[config.mk]
export PLATFORM = sky130hd
export DESIGN_NAME = ysyx_rob
export DESIGN_NICKNAME = d
export VERILOG_FILES = /design/src/rtl/ysyx_rob_pkg.sv /design/src/rtl/ysyx_rob_rat.sv /design/src/rtl/ysyx_rob.sv
export SDC_FILE = /design/constraint.sdc
export NUM_CORES = 1
export LEC_CHECK = 0
export BUFFER_PORTS_ARGS = -buffer_cell sky130_fd_sc_hd__buf_2
export CORE_UTILIZATION = 45
export CTS_BUF_LIST = sky130_fd_sc_hd__clkbuf_16
export DETAILED_ROUTE_END_ITERATION = 10
export HOLD_SLACK_MARGIN = 0.1
export MAX_ROUTING_LAYER = met4
export PLACE_DENSITY = 0.73
export REMOVE_ABC_BUFFERS = 1
export SETUP_SLACK_MARGIN = 0.1
export SLEW_MARGIN = 40
export SYNTH_ARGS = -nofsm -noshare
export SYNTH_HDL_FRONTEND = slang
export SYNTH_SLANG_ARGS = --single-unit
[constraint.sdc]
create_clock -name clock -period 8.05 [get_ports clock]
set_input_delay 0.4025 -clock clock [delete_from_list [all_inputs] [get_ports clock]]
set_output_delay 0.4025 -clock clock [all_outputs]
set_load 0.1 [all_outputs]
[src/rtl/ysyx_rob_pkg.sv]
// Shared ysyx definitions for the reorder buffer: default sizes, the tag encoding
// and the per-entry payload record.
`ifndef YSYX_ROB_SIZE
`define YSYX_ROB_SIZE 4
`endif
`ifndef YSYX_XLEN
`define YSYX_XLEN 32
`endif

package ysyx_rob_pkg;

    localparam int ROB_SIZE_DEF = `YSYX_ROB_SIZE;
    localparam int XLEN_DEF     = `YSYX_XLEN;

    // Tags are entry index + 1, so one extra bit leaves room for the "no producer" value.
    localparam int               TAG_W    = $clog2(ROB_SIZE_DEF) + 1;
    localparam logic [TAG_W-1:0] TAG_NONE = '0;

    typedef struct packed {
        logic [4:0]          rd;
        logic [XLEN_DEF-1:0] pc;
        logic [XLEN_DEF-1:0] pnpc;
        logic [XLEN_DEF-1:0] npc;
        logic [XLEN_DEF-1:0] result;
        logic [31:0]         inst;
    } rob_entry_t;

endpackage

[src/rtl/ysyx_rob_rat.sv]
// Register alias table: maps each architectural register to the ROB tag of its
// youngest in-flight producer, or TAG_NONE when the register file holds the value.
module ysyx_rob_rat
    import ysyx_rob_pkg::*;
#(
    parameter int TW = TAG_W
) (
    input  logic          clock,
    input  logic          reset,
    input  logic [4:0]    rs1,
    input  logic [4:0]    rs2,
    output logic [TW-1:0] q1,
    output logic [TW-1:0] q2,
    input  logic          set_en,
    input  logic [4:0]    set_rd,
    input  logic [TW-1:0] set_tag,
    input  logic          clr_en,
    input  logic [4:0]    clr_rd,
    input  logic [TW-1:0] clr_tag,
    input  logic          flush
);

    logic [TW-1:0] rat [32];

    assign q1 = rat[rs1];
    assign q2 = rat[rs2];

    // NOTE: the table must read as empty the moment reset asserts, so every slot is
    // in the async reset; state updates use <= so all slots see the same pre-edge values.
    always_ff @(posedge clock or negedge reset) begin
        if (!reset) begin
            for (int i = 0; i < 32; i++) rat[i] <= TW'(TAG_NONE);
        end else if (flush) begin
            for (int i = 0; i < 32; i++) rat[i] <= TW'(TAG_NONE);
        end else begin
            // x0 never gets a producer; a same-cycle rename beats the retire clear.
            for (int i = 1; i < 32; i++) begin
                if (set_en && set_rd == 5'(i))
                    rat[i] <= set_tag;
                else if (clr_en && clr_rd == 5'(i) && rat[i] == clr_tag)
                    rat[i] <= TW'(TAG_NONE);
            end
        end
    end

endmodule

[src/rtl/ysyx_rob.sv]
// Reorder buffer: in-order dispatch with renaming and operand forwarding,
// out-of-order writeback, in-order retire with misprediction flush.
`ifndef YSYX_ROB_SIZE
`define YSYX_ROB_SIZE 4
`endif
`ifndef YSYX_XLEN
`define YSYX_XLEN 32
`endif

module ysyx_rob
    import ysyx_rob_pkg::*;
#(
    parameter  int ROB_SIZE = `YSYX_ROB_SIZE,
    parameter  int XLEN     = `YSYX_XLEN,
    localparam int TW       = $clog2(ROB_SIZE) + 1
) (
    input  logic            clock,
    input  logic            reset,
    input  logic            disp_valid,
    output logic            disp_ready,
    input  logic [4:0]      disp_rd,
    input  logic [XLEN-1:0] disp_pc,
    input  logic [XLEN-1:0] disp_pnpc,
    input  logic [31:0]     disp_inst,
    input  logic [4:0]      disp_rs1,
    input  logic [4:0]      disp_rs2,
    output logic [TW-1:0]   disp_dest,
    output logic [TW-1:0]   disp_qj,
    output logic [TW-1:0]   disp_qk,
    output logic [XLEN-1:0] disp_vj,
    output logic [XLEN-1:0] disp_vk,
    output logic            disp_fj,
    output logic            disp_fk,
    input  logic            wb_valid,
    input  logic [TW-1:0]   wb_dest,
    input  logic [XLEN-1:0] wb_result,
    input  logic [XLEN-1:0] wb_npc,
    output logic            cm_valid,
    output logic [4:0]      cm_rd,
    output logic [XLEN-1:0] cm_result,
    output logic [XLEN-1:0] cm_pc,
    output logic [31:0]     cm_inst,
    output logic            flush,
    output logic [XLEN-1:0] flush_npc
);

    localparam int IW = TW - 1;

    logic [IW-1:0]       head, tail;
    logic [TW-1:0]       count;
    logic [ROB_SIZE-1:0] ent_valid, ent_done;
    rob_entry_t          ent [ROB_SIZE];
    rob_entry_t          head_ent;

    logic          retire, mispredict, can_disp, disp_fire, wb_ok;
    logic [IW-1:0] wb_idx;
    logic [TW-1:0] head_tag;
    logic [TW-1:0] rat_q  [2];
    logic [IW-1:0] src_idx [2];
    logic [TW-1:0] op_q   [2];
    logic          op_f   [2];
    logic [XLEN-1:0] op_v [2];

    assign head_ent   = ent[head];
    assign head_tag   = {1'b0, head} + TW'(1);
    assign retire     = ent_valid[head] & ent_done[head];
    assign mispredict = retire & (head_ent.npc != head_ent.pnpc);
    // A full ROB stays closed even while retiring: the freed slot is reused next cycle.
    assign can_disp   = (count < TW'(ROB_SIZE)) & ~mispredict;
    assign disp_fire  = disp_valid & can_disp;

    assign wb_idx = wb_dest[IW-1:0] - IW'(1);
    assign wb_ok  = wb_valid & (wb_dest != TW'(TAG_NONE)) & (wb_dest <= TW'(ROB_SIZE))
                  & ent_valid[wb_idx];

    ysyx_rob_rat #(.TW(TW)) u_rat (
        .clock   (clock),
        .reset   (reset),
        .rs1     (disp_rs1),
        .rs2     (disp_rs2),
        .q1      (rat_q[0]),
        .q2      (rat_q[1]),
        .set_en  (disp_fire && disp_rd != 5'd0),
        .set_rd  (disp_rd),
        .set_tag (disp_dest),
        .clr_en  (retire),
        .clr_rd  (head_ent.rd),
        .clr_tag (head_tag),
        .flush   (mispredict)
    );

    // NOTE: every variable written here gets a default first, so no path leaves one
    // unassigned and no latch is inferred.
    always_comb begin
        for (int k = 0; k < 2; k++) begin
            op_q[k]    = TW'(TAG_NONE);
            op_f[k]    = 1'b0;
            op_v[k]    = '0;
            src_idx[k] = rat_q[k][IW-1:0] - IW'(1);
            if (rat_q[k] != TW'(TAG_NONE)) begin
                if (ent_done[src_idx[k]]) begin
                    op_f[k] = 1'b1;
                    op_v[k] = ent[src_idx[k]].result;
                end else if (wb_valid && wb_dest == rat_q[k]) begin
                    op_f[k] = 1'b1;
                    op_v[k] = wb_result;
                end else begin
                    op_q[k] = rat_q[k];
                end
            end
        end
    end

    // Entry state already clears asynchronously; only the free-slot view needs masking in reset.
    assign disp_ready = reset & can_disp;
    assign disp_dest  = reset ? ({1'b0, tail} + TW'(1)) : '0;
    assign disp_qj    = op_q[0];
    assign disp_qk    = op_q[1];
    assign disp_fj    = op_f[0];
    assign disp_fk    = op_f[1];
    assign disp_vj    = op_v[0];
    assign disp_vk    = op_v[1];

    assign cm_valid  = retire;
    assign cm_rd     = retire ? head_ent.rd     : '0;
    assign cm_result = retire ? head_ent.result : '0;
    assign cm_pc     = retire ? head_ent.pc     : '0;
    assign cm_inst   = retire ? head_ent.inst   : '0;
    assign flush     = mispredict;
    assign flush_npc = mispredict ? head_ent.npc : '0;

    always_ff @(posedge clock or negedge reset) begin
        if (!reset) begin
            head      <= '0;
            tail      <= '0;
            count     <= '0;
            ent_valid <= '0;
            ent_done  <= '0;
        end else if (mispredict) begin
            head      <= '0;
            tail      <= '0;
            count     <= '0;
            ent_valid <= '0;
            ent_done  <= '0;
        end else begin
            if (wb_ok) ent_done[wb_idx] <= 1'b1;
            if (retire) begin
                ent_valid[head] <= 1'b0;
                ent_done[head]  <= 1'b0;
                head            <= head + IW'(1);
            end
            if (disp_fire) begin
                ent_valid[tail] <= 1'b1;
                ent_done[tail]  <= 1'b0;
                tail            <= tail + IW'(1);
            end
            case ({disp_fire, retire})
                2'b10:   count <= count + TW'(1);
                2'b01:   count <= count - TW'(1);
                default: count <= count;
            endcase
        end
    end

    // NOTE: the payload is only read behind valid/done, so it carries no reset and
    // can map onto plain storage.
    always_ff @(posedge clock) begin
        if (disp_fire) begin
            ent[tail].rd   <= disp_rd;
            ent[tail].pc   <= disp_pc;
            ent[tail].pnpc <= disp_pnpc;
            ent[tail].inst <= disp_inst;
        end
        if (wb_ok) begin
            ent[wb_idx].result <= wb_result;
            ent[wb_idx].npc    <= wb_npc;
        end
    end

endmodule

==> results of run 1 <==
[worst register-to-register path: stages (launching register included)]
cell,delay (ps)
dfrtp_4,530
buf_12,260
buf_12,260
buf_4,450
mux4_2,400
xor2_1,180
nor4_1,540
nand4_1,440
nor2_2,510
nor2_4,230
nor2_4,600
buf_4,710
[stage by stage]
| stage | cells | setup WS [ps] |
|---|---|---|
| 2_1_floorplan | 1984 | -8730 |
| 3_3_place_gp | 3459 | 1760 |
| 3_5_place_dp | 3464 | 2040 |
| 4_1_cts | 3773 | 1360 |
| 5_1_grt | 3790 | 1480 |
| 6_report | 3794 | 1750 |
[flip-flops by register name (all words and copies together), names as in the netlist]
| name | cells |
|---|---|
| ent | 660 |
| u_rat.rat | 93 |
| ent_done | 4 |
| ent_valid | 4 |
| count | 3 |
| head | 2 |
| tail | 2 |
[metal layers]
layer / part of all wire (%) / track usage [%]
met1: 39 / 34.1
met2: 48 / 40.9
met3: 11 / 6.56
met5: 0 / -
met4: 2.6 / 6.91
[path summary, 6_finish.rpt]
check                        startpoint            to  depth (start not counted)
hold / removal                    reset       tail[1]                          2
setup reg to reg                head[1]   ent[2][154]                         11
max in group asynchronous         reset  u_rat.rat[8]                          4
hold reg to reg            ent_valid[2]  ent_valid[2]                          2
min in group clock           disp_valid      count[2]                          3
setup / recovery                head[1]    disp_ready                         12
[synth_stat cells (42+ instances only)]
master    count
mux2i_1      91
xor2_1       91
nand2_1      44
buf_2        46
a22oi_1      92
edfxtp_1    660
nor3_1       66
nor2_1      154
xnor2_1      42
clkbuf_1     66
mux4_2      272
nor2b_1     113
dfrtp_1     108
[cell families after synthesis]
logic type,count (synthesis),synth area share [%]
AO/OA/AOI/OAI,174,3.56
XOR/XNOR,133,3.26
adder cells (fa/ha/maj),15,0.547
buffers and inverters,157,1.95
flip-flops,768,63.1
multiplexers,368,20.0
AND/OR/NAND/NOR,509,7.62
[power groups by stage]
stage          Combinational, W  Clock (W)  Sequential [W]
2_1_floorplan          0.000158          0         0.00441
3_3_place_gp           0.000320          0         0.00441
3_5_place_dp           0.000332          0         0.00441
4_1_cts                0.000400    0.00374         0.00432
5_1_grt                0.000427    0.00391         0.00432
6_report               0.000405    0.00369         0.00432
[area by class of cell]
type / count / area, um^2 / area share, %
sequential: 768 / 22500 / 52.1
multi-input combinational: 1199 / 12600 / 29.0
timing repair buffer: 602 / 4080 / 9.44
clock buffer: 80 / 2000 / 4.63
tap: 1040 / 1300 / 3.01
clock inverter: 68 / 673 / 1.56
inverter: 17 / 63.8 / 0.147
antenna: 20 / 50.0 / 0.116
[what timing repair did]
action,4_1_cts,5_1_grt
hold buffers,161,0
endpoints found under the hold margin,687,0
gates resized for setup,0,0
==> run summary, run 1 <==
commonest non-fill, non-tap cell in the layout: edfxtp_1
Synth area leader: edfxtp_1
vias in the first global route: 23800
Leakage: 15.5 nW
family with the most delay on the worst path: simple AND/OR/NAND/NOR gates
DRT Wirelength: 103 mm
Worst setup EP type: output pin
first-pass GRT wire length: 153 mm
CTS tree: yes
total power divided by cell area: 195 mW/mm^2
Sum Neg Setup Slack: 0 ps
Root Buffer: clkbuf_16
Detailed Route Iter0 Violations: 2819
top cell type's share of synthesized area: 55.5%
worst hold path class: in2async
crit share post-route: 78.2%
GPL Wtd Cong: 0.987
Mapped Cells: 2124
status: completed
wire per inst: 27.1 um
post-DP HPWL: 66.5 mm
Max-Cap Viols: 0
Slew @ Worst Pin: 876 ps
layout cell share with drive strength beyond 1: 32.3%
most frequent cells in the layout: edfxtp_1, buf_2, mux4_2
RSZ-0062 raised after global routing: no
Worst Path Buf+Inv: 5
hold slack: 173 ps
Core Area: 0.0780 mm^2
Switch Pwr: 0.00186 W
Final Instance Area: 0.0433 mm^2
antenna viol nets, final: 0
Sink Count: 768
Placed Area: 0.0389 mm^2
I/O Buffers: 392
Boundary Pins: 393
Die Area: 0.0804 mm^2
drt pass-1 iters: 6
worst endpoint required time: 7650 ps
Mapped Area: 0.0357 mm^2
vias per inst: 6.09
Final Hold Fails: 0
Logic pwr share: 4.8%
flop-to-flop setup slack: 2520 ps
CTS buffer count: 80
synthesized area per cell: 16.8 um^2
Final Power: 0.00842 W
post-synth cell types: 54
Max-slew headroom: 41.6%
Post-CTS Setup Bufs: 0
Chip Width: 284 um
FF+latch count, synth: 768
Crit Path Category: reg2out
Util after Layout: 55.5%
CTS Buffer Depth: 3
Post-synth EDFFs: 660
H-tree levels: 3
VDD IR-drop max: 0.202 mV
Setup crit start kind: flop
Sw Ratio: 22.1%
GRT Total Usage: 26.1%
# setup viols final: 0
WP data arrival: 5890 ps
CTS clk-pin slew, worst paths: 60 ps
Worst Clk Skew: 63.8 ps
Clock power frac: 43.9%
Layout Area Growth over Synthesis: 21.2%
yosys warns: 0
initial antenna violation count: 18
clk_lat worst skew: 670 ps
row count: 102
Starting Density: 45.8%
nets: 2865
Critical Path, Cell by Cell: buf_12, buf_12, buf_4, mux4_2, xor2_1, nor4_1, nand4_1, nor2_2, nor2_4, buf_4, nor3b_2, buf_2
vias post-DR: 23100
register area share after synthesis: 63.1%
crit path max fanout: 64
GRT Residual Overflow: 0
CP peak stage delay: 540 ps
top cells by area, synth: edfxtp_1, mux4_2, dfrtp_1, mux2i_1, xor2_1
post-layout minimum cycle time: 6300 ps
DRC: 0
fmax: 0.159 GHz
CP max-delay cell: nor4_1
Slew Viols, Final: 0
ys async rst share: 14.1%
prevailing post-synth register cell: edfxtp_1
Die H: 284 um
# fillers: 5906
Seq pwr share: 51.3%
internal power: 0.00656 W
largest net degree at the start of global routing: 102
Note: power is estimated with default switching activity, not from simulation.
==> inputs of run 2 (changes only) <==
Clock period 8.05 ns to 5.4 ns, I/O delays scaled along.
==> run summary, run 2 (same netlist as run 1, synthesis figures left out) <==
I/O Buffers: 392
Post-CTS Setup Bufs: 0
hold slack: 177 ps
Setup crit start kind: flop
Final Hold Fails: 0
Top reg by flops: ent
GRT Residual Overflow: 0
GRT Total Usage: 26.9%
Seq pwr share: 51.2%
Detailed Route Iter0 Violations: 2328
Max-Cap Viols: 0
Core Area: 0.0780 mm^2
fmax: 0.201 GHz
post-layout minimum cycle time: 4980 ps
wire per inst: 27.6 um
status: completed
Slew @ Worst Pin: 890 ps
Crit Path Category: reg2out
CTS tree: yes
WP data arrival: 4710 ps
Starting Density: 45.8%
CTS Buffer Depth: 3
Root Buffer: clkbuf_16
crit path max fanout: 60
Boundary Pins: 393
DRT Wirelength: 106 mm
Sink Count: 768
vias per inst: 6.08
vias in the first global route: 24200
internal power: 0.00985 W
Die Area: 0.0804 mm^2
total power divided by cell area: 281 mW/mm^2
DRC: 0
initial antenna violation count: 10
vias post-DR: 23200
Die H: 284 um
antenna viol nets, final: 0
Chip Width: 284 um
Layout Area Growth over Synthesis: 25.4%
worst endpoint required time: 5130 ps
Sw Ratio: 21.7%
CTS buffer count: 80
Max-slew headroom: 40.5%
CTS clk-pin slew, worst paths: 60 ps
# setup viols final: 0
Clock power frac: 43.7%
drt pass-1 iters: 6
layout cell share with drive strength beyond 1: 33.2%
Switch Pwr: 0.00273 W
nets: 2904
first-pass GRT wire length: 157 mm
FF-to-FF path depth: 10
Leakage: 15.9 nW
Worst setup EP type: output pin
H-tree levels: 3
fin worst setup slack: 417 ps
Slew Viols, Final: 0
most frequent cells in the layout: edfxtp_1, buf_2, mux4_2
row count: 102
commonest non-fill, non-tap cell in the layout: edfxtp_1
largest net degree at the start of global routing: 76
clk_lat worst skew: 640 ps
post-DP HPWL: 70.3 mm
VDD IR-drop max: 0.375 mV
GPL Wtd Cong: 0.975
worst hold path class: in2async
Worst Clk Skew: 40.6 ps
Largest register FFs: 660
Logic pwr share: 5.1%
pre-CTS worst setup slack: 588 ps
RSZ-0062 raised after global routing: no
top flop regs: ent x660, u_rat.rat x93
crit share post-route: 92.3%
[run 2: cell types whose count changed in the layout (fill, tap and decap cells not counted), moves of 6 or more]
cell           change
dlygate4sd3_1      +6
buf_12            +88
diode_2            -8
buf_4             +21
buf_2             -70
[run 2: critical path: stages (launching register included)]
cell	delay, ps
dfrtp_4	750
buf_12	360
mux4_2	590
xor2_1	190
nor4_1	470
nand4_1	260
buf_4	260
nor2_2	170
nor2_4	130
buf_12	260
nor3b_1	230
buf_4	180
buf_12	170
[run 2: what timing repair did]
item | 4_1_cts | 5_1_grt
hold endpoints to repair | 694 | 0
resized for setup | 0 | 1
endpoints found under the setup margin | 0 | 1
hold buffers | 167 | 0
[run 2: cell type report]
class	instances	area [um^2]
inverters	17	63.8
fillers	5745	33200
flip-flops and latches	768	22500
clock buffers	81	2030
well taps	1040	1300
repair buffers	641	5600
multi-input cells	1199	12600
clock inverters	67	617
diodes	12	30.0
[run 2: layer usage]
| metal | global-route usage (%) | part of all wire [%] | vias up |
|---|---|---|---|
| li1 | - | - | 9628 |
| met1 | 34.3 | 38 | 12000 |
| met2 | 41.7 | 48 | 1373 |
| met3 | 7.00 | 10 | 212 |
| met4 | 9.69 | 3.4 | 0 |
| met5 | - | 0 | - |
[run 2: worst paths after layout]
check,from,endpoint,slack (ps)
hold / removal,reset,u_rat.rat[86],180
hold reg to reg,ent_valid[0],ent_valid[0],550
setup reg to reg,head[0],ent[3][120],900
min in group clock,disp_pc[22],ent[1][150],380
setup / recovery,head[0],disp_ready,420
max in group asynchronous,reset,u_rat.rat[30],4140
[run 2: through the flow]
| step | total power [W] | util (%) | cells | cell area (um^2) | setup TNS [ps] |
|---|---|---|---|---|---|
| 4_1_cts | 0.0126 | 57.3 | 3813 | 44700 | 0 |
| 5_1_grt | 0.0129 | 57.4 | 3824 | 44700 | 0 |
| 3_5_place_dp | 0.00709 | 51.8 | 3498 | 40400 | 0 |
| 3_3_place_gp | 0.00708 | 51.8 | 3498 | 40400 | 0 |
| 2_1_floorplan | 0.00681 | - | 1984 | 35100 | -6076440 |
| 6_report | 0.0126 | 57.4 | 3825 | 44700 | 0 |
[run 2: power by group through the flow]
| stage | logic, W | clock network [W] | registers (W) |
|---|---|---|---|
| global placement | 0.000509 | 0 | 0.00657 |
| finish | 0.000637 | 0.00550 | 0.00644 |
| CTS | 0.000630 | 0.00556 | 0.00644 |
| floorplan | 0.000236 | 0 | 0.00657 |
| global route | 0.000671 | 0.00581 | 0.00644 |
| detailed placement | 0.000524 | 0 | 0.00657 |
